===== config.mk =====
export PLATFORM = sky130hd
export DESIGN_NAME = instr_fetch_stage_flat
export DESIGN_NICKNAME = d
export VERILOG_FILES = /design/src/rtl/instr_fetch_stage_if.sv /design/src/rtl/instr_fetch_stage.sv /design/src/flat_wrapper.sv
export SDC_FILE = /design/constraint.sdc
export NUM_CORES = 1
export LEC_CHECK = 0
export ABC_CLOCK_PERIOD_IN_PS = 2600
export CORE_MARGIN = 2
export CORE_UTILIZATION = 29
export CTS_CLUSTER_SIZE = 14
export DETAILED_ROUTE_END_ITERATION = 16
export PLACE_DENSITY = 0.61
export SKIP_LAST_GASP = 1
export SLEW_MARGIN = 20
export SYNTH_ARGS = -nofsm -noshare
export SYNTH_HDL_FRONTEND = slang
export SYNTH_SLANG_ARGS = --single-unit
export TNS_END_PERCENT = 30

===== constraint.sdc =====
create_clock -name clk -period 2.6 [get_ports clk]
set_clock_uncertainty 0.05 [all_clocks]
set_input_delay 0.39 -clock clk [delete_from_list [all_inputs] [get_ports clk]]
set_output_delay 0.39 -clock clk [all_outputs]
set_load 0.01 [all_outputs]

===== src/rtl/instr_fetch_stage_if.sv =====
// Instruction-memory fetch handshake between the IF stage and the instruction memory.
//   req   : fetch request, qualified with addr (driven by the fetch stage)
//   addr  : fetch address (driven by the fetch stage)
//   ready : rdata valid this cycle; only meaningful while req=1 (driven by memory)
//   rdata : fetched instruction word (driven by memory)
interface instr_fetch_stage_if;
  logic        req;
  logic [31:0] addr;
  logic        ready;
  logic [31:0] rdata;

  modport master (output req, output addr, input ready, input rdata);
  modport slave  (input req, input addr, output ready, output rdata);
endinterface


===== src/rtl/instr_fetch_stage.sv =====
// IF stage of the 5-stage MIPS pipeline: PC register, next-PC select, instruction
// memory req/ready handshake, one-entry hold buffer and the IF/ID pipeline register.
// Ports:
//   clk, reset      : rising-edge clock, synchronous active-high reset
//   pc_write        : hazard unit PCWrite (0 = hold PC)
//   if_id_write     : hazard unit IF_IDWrite (0 = hold IF/ID)
//   branch_taken    : redirect request from EX (taken branch or jump)
//   branch_target   : redirect address
//   imem            : instruction-memory handshake (master side)
//   pc              : current fetch PC
//   if_id_instr     : IF/ID instruction word
//   if_id_pc_plus4  : IF/ID PC+4 of that instruction
//   if_id_valid     : 1 = real instruction, 0 = bubble
//   if_id_rs/rt     : source register fields of the IF/ID instruction
//   fetch_error     : sticky flag, set when memory never answers within WAIT_TIMEOUT
module instr_fetch_stage #(
  parameter logic [31:0] RESET_PC     = 32'h0000_0000,
  parameter logic [31:0] NOP_INSTR    = 32'h0000_0000,
  parameter int unsigned WAIT_TIMEOUT = 16
) (
  input  logic                       clk,
  input  logic                       reset,
  input  logic                       pc_write,
  input  logic                       if_id_write,
  input  logic                       branch_taken,
  input  logic [31:0]                branch_target,
  instr_fetch_stage_if.master        imem,
  output logic [31:0]                pc,
  output logic [31:0]                if_id_instr,
  output logic [31:0]                if_id_pc_plus4,
  output logic                       if_id_valid,
  output logic [4:0]                 if_id_rs,
  output logic [4:0]                 if_id_rt,
  output logic                       fetch_error
);

  localparam int CNT_W = $clog2(WAIT_TIMEOUT + 1);

  typedef enum logic [1:0] {
    FETCH = 2'd0,
    HOLD  = 2'd1,
    ERR   = 2'd2
  } state_t;

  state_t             state;
  logic [CNT_W-1:0]   wait_cnt;
  logic [31:0]        hold_instr;
  logic [31:0]        hold_pc_plus4;
  logic [31:0]        pc_plus4;
  logic               adv;

  assign adv      = pc_write & if_id_write;
  assign pc_plus4 = pc + 32'd4;

  // Only FETCH issues requests; HOLD already owns a word and ERR has given up.
  assign imem.req  = (state == FETCH) && !reset;
  assign imem.addr = pc;

  assign if_id_rs = if_id_instr[25:21];
  assign if_id_rt = if_id_instr[20:16];

  // Whole fetch FSM, PC, hold buffer and IF/ID register. A redirect outranks the
  // hazard unit's stall because the instructions behind a taken branch are dead.
  always_ff @(posedge clk) begin
    if (reset) begin
      state          <= FETCH;
      wait_cnt       <= '0;
      pc             <= RESET_PC;
      hold_instr     <= NOP_INSTR;
      hold_pc_plus4  <= 32'd0;
      if_id_instr    <= NOP_INSTR;
      if_id_pc_plus4 <= 32'd0;
      if_id_valid    <= 1'b0;
      fetch_error    <= 1'b0;
    end else if (state != ERR && branch_taken) begin
      pc             <= branch_target;
      if_id_instr    <= NOP_INSTR;
      if_id_pc_plus4 <= 32'd0;
      if_id_valid    <= 1'b0;
      state          <= FETCH;
      wait_cnt       <= '0;
    end else begin
      case (state)
        FETCH: begin
          if (imem.ready) begin
            wait_cnt <= '0;
            if (adv) begin
              if_id_instr    <= imem.rdata;
              if_id_pc_plus4 <= pc_plus4;
              if_id_valid    <= 1'b1;
              pc             <= pc_plus4;
            end else begin
              // Decode is stalled: park the word so it is not fetched twice.
              hold_instr    <= imem.rdata;
              hold_pc_plus4 <= pc_plus4;
              state         <= HOLD;
              if (if_id_write) begin
                if_id_instr    <= NOP_INSTR;
                if_id_pc_plus4 <= 32'd0;
                if_id_valid    <= 1'b0;
              end
            end
          end else begin
            if (if_id_write) begin
              if_id_instr    <= NOP_INSTR;
              if_id_pc_plus4 <= 32'd0;
              if_id_valid    <= 1'b0;
            end
            if (wait_cnt == CNT_W'(WAIT_TIMEOUT - 1)) begin
              state       <= ERR;
              fetch_error <= 1'b1;
            end
            wait_cnt <= wait_cnt + CNT_W'(1);
          end
        end
        HOLD: begin
          if (adv) begin
            if_id_instr    <= hold_instr;
            if_id_pc_plus4 <= hold_pc_plus4;
            if_id_valid    <= 1'b1;
            pc             <= pc_plus4;
            state          <= FETCH;
          end else if (if_id_write) begin
            if_id_instr    <= NOP_INSTR;
            if_id_pc_plus4 <= 32'd0;
            if_id_valid    <= 1'b0;
          end
        end
        default: begin
          // ERR: stay put until reset, keep draining decode with bubbles.
          if (if_id_write) begin
            if_id_instr    <= NOP_INSTR;
            if_id_pc_plus4 <= 32'd0;
            if_id_valid    <= 1'b0;
          end
        end
      endcase
    end
  end

endmodule


===== src/flat_wrapper.sv =====
// flat-port wrapper written by rule: the top's interface ports become plain ports
module instr_fetch_stage_flat 
#(
  parameter logic [31:0] RESET_PC     = 32'h0000_0000,
  parameter logic [31:0] NOP_INSTR    = 32'h0000_0000,
  parameter int unsigned WAIT_TIMEOUT = 16
)
  (clk, reset, pc_write, if_id_write, branch_taken, branch_target, pc, if_id_instr, if_id_pc_plus4, if_id_valid, if_id_rs, if_id_rt, fetch_error, imem_req, imem_addr, imem_ready, imem_rdata);
  instr_fetch_stage_if imem_i ();
  input  logic clk;
  input  logic reset;
  input  logic pc_write;
  input  logic if_id_write;
  input  logic branch_taken;
  input  logic [31:0] branch_target;
  output logic [31:0] pc;
  output logic [31:0] if_id_instr;
  output logic [31:0] if_id_pc_plus4;
  output logic if_id_valid;
  output logic [4:0] if_id_rs;
  output logic [4:0] if_id_rt;
  output logic fetch_error;
  output wire logic [$bits(imem_i.req)-1:0] imem_req;
  output wire logic [$bits(imem_i.addr)-1:0] imem_addr;
  input wire logic [$bits(imem_i.ready)-1:0] imem_ready;
  input wire logic [$bits(imem_i.rdata)-1:0] imem_rdata;
  assign imem_req = imem_i.req;
  assign imem_addr = imem_i.addr;
  assign imem_i.ready = imem_ready;
  assign imem_i.rdata = imem_rdata;
  instr_fetch_stage #(.RESET_PC(RESET_PC), .NOP_INSTR(NOP_INSTR), .WAIT_TIMEOUT(WAIT_TIMEOUT)) u_core (.clk(clk), .reset(reset), .pc_write(pc_write), .if_id_write(if_id_write), .branch_taken(branch_taken), .branch_target(branch_target), .imem(imem_i), .pc(pc), .if_id_instr(if_id_instr), .if_id_pc_plus4(if_id_pc_plus4), .if_id_valid(if_id_valid), .if_id_rs(if_id_rs), .if_id_rt(if_id_rt), .fetch_error(fetch_error));
endmodule

==> impl_metrics.env, run 1 <==
export IMPL_finalCriticalPeriod_ns=2.42
export IMPL_synth_edf_count=0
export IMPL_worst_slack_ns=0.182
export IMPL_core_area_um2=26900
export IMPL_worstSetupPathType="flip-flop to output pin"
export IMPL_pin_count=211
export IMPL_powerDensity_nw_per_um2=570
export IMPL_cts_sinks=169
export IMPL_layout_commonest_cell="clkdlybuf4s50_1"
export IMPL_min_period_over_period=0.930
export IMPL_routabilityCongestion=0.833
export IMPL_cts_tree="built"
export IMPL_async_flop_share=0
export IMPL_wl_per_cell_um=19.2
export IMPL_viasPerCell=5.39
export IMPL_clk_path_buf_depth=2
export IMPL_hpwl_um=18600
export IMPL_cts_root_buf="clkbuf_16"
export IMPL_status="finished clean"
export IMPL_hold_depth=2
export IMPL_whs_endpoint="u_core.hold_pc_plus4[17]"
export IMPL_timing_fmax_mhz=414
export IMPL_finalNetCount=1134
export IMPL_stdcell_count=1416
export IMPL_grt_usage=0.187
export IMPL_reg2reg_depth=5
export IMPL_antenna_found_initial=3
export IMPL_synth_flop_cell="dfxtp_1"
export IMPL_maxSlewHeadroom=0.450
export IMPL_peakVddDrop_v=0.000383
export IMPL_drt_iter0_drc=847
export IMPL_setup_tns_ns=0
export IMPL_maxCapViolations=0
export IMPL_yosys_warnings=0
export IMPL_final_util=0.396
export IMPL_synth_top_area_share=0.428
export IMPL_die_w_um=169
export IMPL_synth_area_um2=7910
export IMPL_initial_core_util=0.294
export IMPL_overflow=0
export IMPL_swShare=0.284
export IMPL_dp_cells=1382
export IMPL_cp_max_fo=11
export IMPL_leakage_uw=0.00361
export IMPL_power_frac_comb=0.123
export IMPL_drive_above_1_share=0.0941
export IMPL_final_cell_mix="209 x clkdlybuf4s50_1, 169 x dfxtp_1, 120 x nand2_1"
export IMPL_ant_nets=0
export IMPL_rr_startpoint="u_core.imem.addr[7]"
export IMPL_drc_errors=0
export IMPL_synth_cell_types=68
export IMPL_fp_dieH_um=169
export IMPL_cp_required_ns=2.16
export IMPL_ys_ff_latch=169
export IMPL_crit_arrival_ns=1.98
export IMPL_vias=7633
export IMPL_drt_first_pass_iters=6
export IMPL_ys_seq_area_frac=0.428
export IMPL_hold_path_class="primary input to flip-flop"
export IMPL_cp_end_kind="output pin"
export IMPL_synth_largest_area_cell="dfxtp_1"
export IMPL_worstMarginPinSlew_ns=0.825
export IMPL_hold_start="reset"
export IMPL_p_clk_frac=0.418
export IMPL_ff2ff_setup_slack_ns=0.20
export IMPL_pre_cts_ws_ns=0.191
export IMPL_pwr_share_seq=0.459
export IMPL_die_area_um2=28600
export IMPL_wirelength_um=27100
export IMPL_fin_hold_ws_ns=0.378
export IMPL_p_int_uw=4340
export IMPL_worstReg2RegEnd="u_core.imem.addr[23]"
export IMPL_cts_buffers_inserted=17
export IMPL_register_area_um2=3380
export IMPL_grt_pass1_wl_um=41900
export IMPL_cp_start_kind="flip-flop"
export IMPL_avgSynthCellArea_um2=8.64
export IMPL_hold_viol=0
export IMPL_multi_input_area_um2=3700
export IMPL_port_buffer_count=210
export IMPL_cts_clk_slew_worst_paths_ns=0.07
export IMPL_setup_viol=0
export IMPL_syn_num_nets=989
export IMPL_syn_to_final_growth_pct=34.6
export IMPL_num_rows=60
export IMPL_htreeDepth=4
export IMPL_grt_pass1_vias=7365
export IMPL_grt_max_degree=57
export IMPL_synthCells=915
export IMPL_switchingPower_uw=1720
export IMPL_slew_viol_final=0
export IMPL_rsz0062_at_grt="no"
export IMPL_nFillCells=2735
export IMPL_clk_latency_ns=0.44
export IMPL_hold_buffers=0
export IMPL_synthTopCellsByArea="dfxtp_1 43%, a222oi_1 5.8%, nand2_1 5.7%"
[cell usage after synthesis, drive strengths merged, types with 4 or more instances]
| cell type | instances |
|---|---|
| a22oi | 13 |
| o22ai | 7 |
| a222oi | 46 |
| dfxtp | 169 |
| a31oi | 4 |
| inv | 10 |
| nor3b | 5 |
| o211ai | 5 |
| and4 | 7 |
| nand3 | 13 |
| xor2 | 15 |
| nor4 | 9 |
| ha | 4 |
| nor2 | 112 |
| o311ai | 8 |
| a22o | 12 |
| o21ai | 19 |
| a21oi | 62 |
| and3 | 6 |
| nor3 | 21 |
| buf | 65 |
| a32oi | 15 |
| and2 | 8 |
| a21o | 4 |
| nand2 | 121 |
| a211oi | 22 |
| o31ai | 12 |
| clkbuf | 58 |
| xnor2 | 13 |
| nand4 | 19 |
[critical path, stage by stage (launching register included)]
cell,delay (ns)
dfxtp_1,0.42
or2_2,0.44
nor2_1,0.12
clkdlybuf4s50_1,0.56
[cell type report]
type / instances / share of cell area
antenna: 2 / 0.000470
clock buffer: 17 / 0.0400
clock inverter: 15 / 0.0161
inverter: 10 / 0.00353
multi-input combinational: 612 / 0.348
sequential: 169 / 0.318
tap: 341 / 0.0401
timing repair buffer: 250 / 0.234
[power groups by stage]
stage               registers (uW)  clock network, uW  logic [uW]
global route                  2800               2710         806
CTS                           2780               2590         747
finish                        2780               2530         745
global placement              2840                  0         736
detailed placement            2840                  0         743
floorplan                     2820                  0         408
[per-layer routing]
| layer | routed length [um] | vias up | track usage |
|---|---|---|---|
| li1 | - | 3613 | - |
| met1 | 12000 | 3673 | 0.244 |
| met2 | 12400 | 324 | 0.301 |
| met3 | 2410 | 23 | 0.0588 |
| met4 | 334 | 0 | 0.0494 |
| met5 | 0 | - | 0 |
[how the worst max path moves through the flow]
stage                              startpoint                       end  slack (ns)  depth (start not counted)
after floorplan           u_core.imem.addr[2]      u_core.imem.addr[18]        0.58                          6
after global placement             imem_ready  u_core.hold_pc_plus4[24]        0.22                          7
after detailed placement           imem_ready  u_core.hold_pc_plus4[24]        0.19                          7
after CTS                     u_core.state[1]                  imem_req        0.15                          3
after global routing          u_core.state[1]                  imem_req        0.06                          3
final                         u_core.state[1]                  imem_req        0.18                          3
[cells by family after synthesis]
| family | synth area share |
|---|---|
| and+or+nand+nor | 0.201 |
| AOI/OAI and AO/OA | 0.227 |
| DFF | 0.428 |
| buffers and inverters | 0.106 |
| xor gates and xnor gates | 0.0310 |
| adders and majority gates | 0.00633 |
| muxes | 0.00127 |
[what timing repair did]
action / CTS / global route
endpoints found under the setup margin: 0 / 1
resized for setup: 0 / 1
setup buffers: 0 / 0
[flip-flops by register name (all words and copies together), names as in the netlist]
register	flops
u_core.fetch_error	1
u_core.if_id_pc_plus4	32
u_core.if_id_valid	1
u_core.wait_cnt	5
u_core.state	2
u_core.if_id_instr	32
u_core.hold_pc_plus4	32
u_core.imem.addr	32
u_core.hold_instr	32
[metrics by stage]
stage               instance area, um^2  power [uW]
finish                            10600        6060
detailed placement                10000        3580
global placement                  10000        3580
floorplan                          7910        3230
global route                      10600        6310
CTS                               10600        6120
No activity file was read; power rests on OpenSTA's default activity.
==> run 2: changes to the inputs <==
- CORE_UTILIZATION: 29 -> 49
- PLACE_DENSITY: 0.61 -> 0.9
==> run 2 against run 1 <==
Fmax shrank 1.1%. Critical path depth grew 2. Sequential share of layout area grew 0.51 points. Total power grew 0.90%. Global-route usage grew 9.2 points. Count of clock-buffer cells in the layout grew 1. Combinational power is essentially flat. Design area shrank 1.6%. Wire length shrank 9.0%. Hold slack gained 0.032 ns. First-iteration DRC count grew 21%. Highest routed layer unchanged.
==> impl_metrics.env, run 2 (synthesis results as in run 1) <==
export IMPL_status="finished clean"
export IMPL_final_cell_mix="209 x clkdlybuf4s50_1, 169 x dfxtp_1, 120 x nand2_1"
export IMPL_antenna_cells=0
export IMPL_power_frac_comb=0.122
export IMPL_cts_tree="built"
export IMPL_reg2reg_depth=5
export IMPL_crit_arrival_ns=2.72
export IMPL_fp_dieH_um=131
export IMPL_num_rows=46
export IMPL_routabilityCongestion=0.933
export IMPL_switchingPower_uw=1670
export IMPL_leakage_uw=0.00362
export IMPL_drive_above_1_share=0.0949
export IMPL_hold_start="u_core.hold_pc_plus4[7]"
export IMPL_path_depth=5
export IMPL_grt_pass1_vias=7456
export IMPL_critPathBufInv=0
export IMPL_drc_errors=0
export IMPL_hold_path_class="flip-flop to flip-flop"
export IMPL_viasPerCell=6.16
export IMPL_peakVddDrop_v=0.000457
export IMPL_cts_clk_slew_worst_paths_ns=0.07
export IMPL_grt_usage=0.280
export IMPL_hold_viol=0
export IMPL_drt_iter0_drc=1022
export IMPL_final_util=0.662
export IMPL_cts_root_buf="clkbuf_16"
export IMPL_clk_latency_ns=0.44
export IMPL_die_area_um2=17200
export IMPL_hold_buffers=0
export IMPL_grt_pass1_wl_um=37900
export IMPL_timing_fmax_mhz=409
export IMPL_rsz0062_at_grt="no"
export IMPL_nFillCells=1211
export IMPL_cp_required_ns=2.88
export IMPL_worstReg2RegEnd="u_core.imem.addr[25]"
export IMPL_grt_max_degree=57
export IMPL_path_cells="nand3_1 > nor4_4 > nand4_1 > a21o_1 > a221o_1"
export IMPL_critPathMaxStageDelay_ns=0.54
export IMPL_initial_core_util=0.500
export IMPL_setup_tns_ns=0
export IMPL_drt_first_pass_iters=9
export IMPL_ff2ff_setup_slack_ns=0.16
export IMPL_cpLargestDelayFamily="simple AND/OR/NAND/NOR gates"
export IMPL_cp_end_kind="flip-flop"
export IMPL_whs_endpoint="u_core.hold_pc_plus4[7]"
export IMPL_pin_count=211
export IMPL_vias=7954
export IMPL_layout_commonest_cell="clkdlybuf4s50_1"
export IMPL_antenna_found_initial=0
export IMPL_pwr_share_seq=0.454
export IMPL_syn_to_final_growth_pct=32.4
export IMPL_wl_per_cell_um=19.1
export IMPL_htreeDepth=4
export IMPL_post_dp_cell_area_um2=9860
export IMPL_clk_path_buf_depth=2
export IMPL_p_clk_frac=0.424
export IMPL_slew_viol_final=0
export IMPL_port_buffer_count=210
export IMPL_worstMarginPinSlew_ns=0.687
export IMPL_maxSlewHeadroom=0.537
export IMPL_setup_viol=0
export IMPL_overflow=0
export IMPL_cp_max_fo=7
export IMPL_hpwl_um=16400
export IMPL_min_period_over_period=0.940
export IMPL_worstSetupPathType="flip-flop to flip-flop"
export IMPL_maxCapViolations=0
export IMPL_slowest_stage="dfxtp_1"
export IMPL_cts_buffers_inserted=17
export IMPL_powerDensity_nw_per_um2=584
export IMPL_rr_startpoint="u_core.imem.addr[6]"
export IMPL_cts_resized=0
export IMPL_core_area_um2=15800
export IMPL_postCtsSetupBuffers=0
export IMPL_wirelength_um=24700
export IMPL_finalCriticalPeriod_ns=2.44
export IMPL_cts_sinks=169
export IMPL_ant_nets=0
export IMPL_cp_start_kind="flip-flop"
export IMPL_die_w_um=131
export IMPL_stdcell_area_um2=10500
export IMPL_finalNetCount=1136
export IMPL_hold_depth=2
export IMPL_fin_hold_ws_ns=0.411
export IMPL_swShare=0.273
export IMPL_p_int_uw=4450
[run 2: cell types whose count changed in the layout (fill, tap and decap cells not counted), moves of 2 or more]
cell        before  now
buf_4           34   37
buf_12           7    5
clkinv_4         3    1
clkinvlp_4       0    2
diode_2          2    0
[run 2: power by group through the flow]
stage / clock (uW) / combinational [uW] / sequential (uW)
after global routing: 2710 / 802 / 2790
after CTS: 2590 / 740 / 2770
after floorplan: 0 / 408 / 2820
after detailed placement: 0 / 732 / 2830
final: 2590 / 745 / 2780
after global placement: 0 / 717 / 2830
[run 2: how the worst max path moves through the flow]
stage	startpoint	endpoint	slack [ns]
global route	u_core.state[0]	imem_req	0.08
detailed placement	imem_ready	u_core.if_id_pc_plus4[19]	0.12
CTS	u_core.state[1]	imem_req	0.17
global placement	imem_ready	u_core.if_id_pc_plus4[19]	0.16
floorplan	u_core.imem.addr[2]	u_core.imem.addr[18]	0.58
finish	u_core.imem.addr[6]	u_core.imem.addr[25]	0.16
[run 2: through the flow]
step / setup slack [ns] / std cells / total power, uW
global placement: 0.165 / 1259 / 3540
floorplan: 0.579 / 915 / 3230
finish: 0.157 / 1291 / 6120
detailed placement: 0.119 / 1259 / 3560
CTS: 0.171 / 1291 / 6110
global route: 0.0751 / 1291 / 6300
[run 2: cell type report]
type                            count  area (um^2)  area share
Clock inverter                     14          171      0.0164
Clock buffer                       18          439      0.0419
Timing Repair Buffer              252         2470       0.236
Sequential cell                   169         3380       0.323
Multi-Input combinational cell    612         3700       0.353
Tap cell                          216          270      0.0258
Inverter                           10         37.5     0.00358
[run 2: metal layers]
layer,GRT usage,up-vias,routed length (um)
li1,-,3618,-
met5,0,-,0
met3,0.0753,67,2760
met4,0.113,0,802
met2,0.455,506,11600
met1,0.353,3763,9570
[run 2: tightest hold or removal path: cells and delay by family, from the launching register on]
family           cells  cell delay, ns
flip-flops           1            0.31
AND/OR/NAND/NOR      1            0.05
AO/OA/AOI/OAI        1            0.05
==> run 3: changes to the inputs <==
- CTS_CLUSTER_DIAMETER: default -> 150
- GPL_ROUTABILITY_DRIVEN: default -> 0
==> results of run 3 <==
No change in the layout: final DEF, timing and power equal those of run 2.
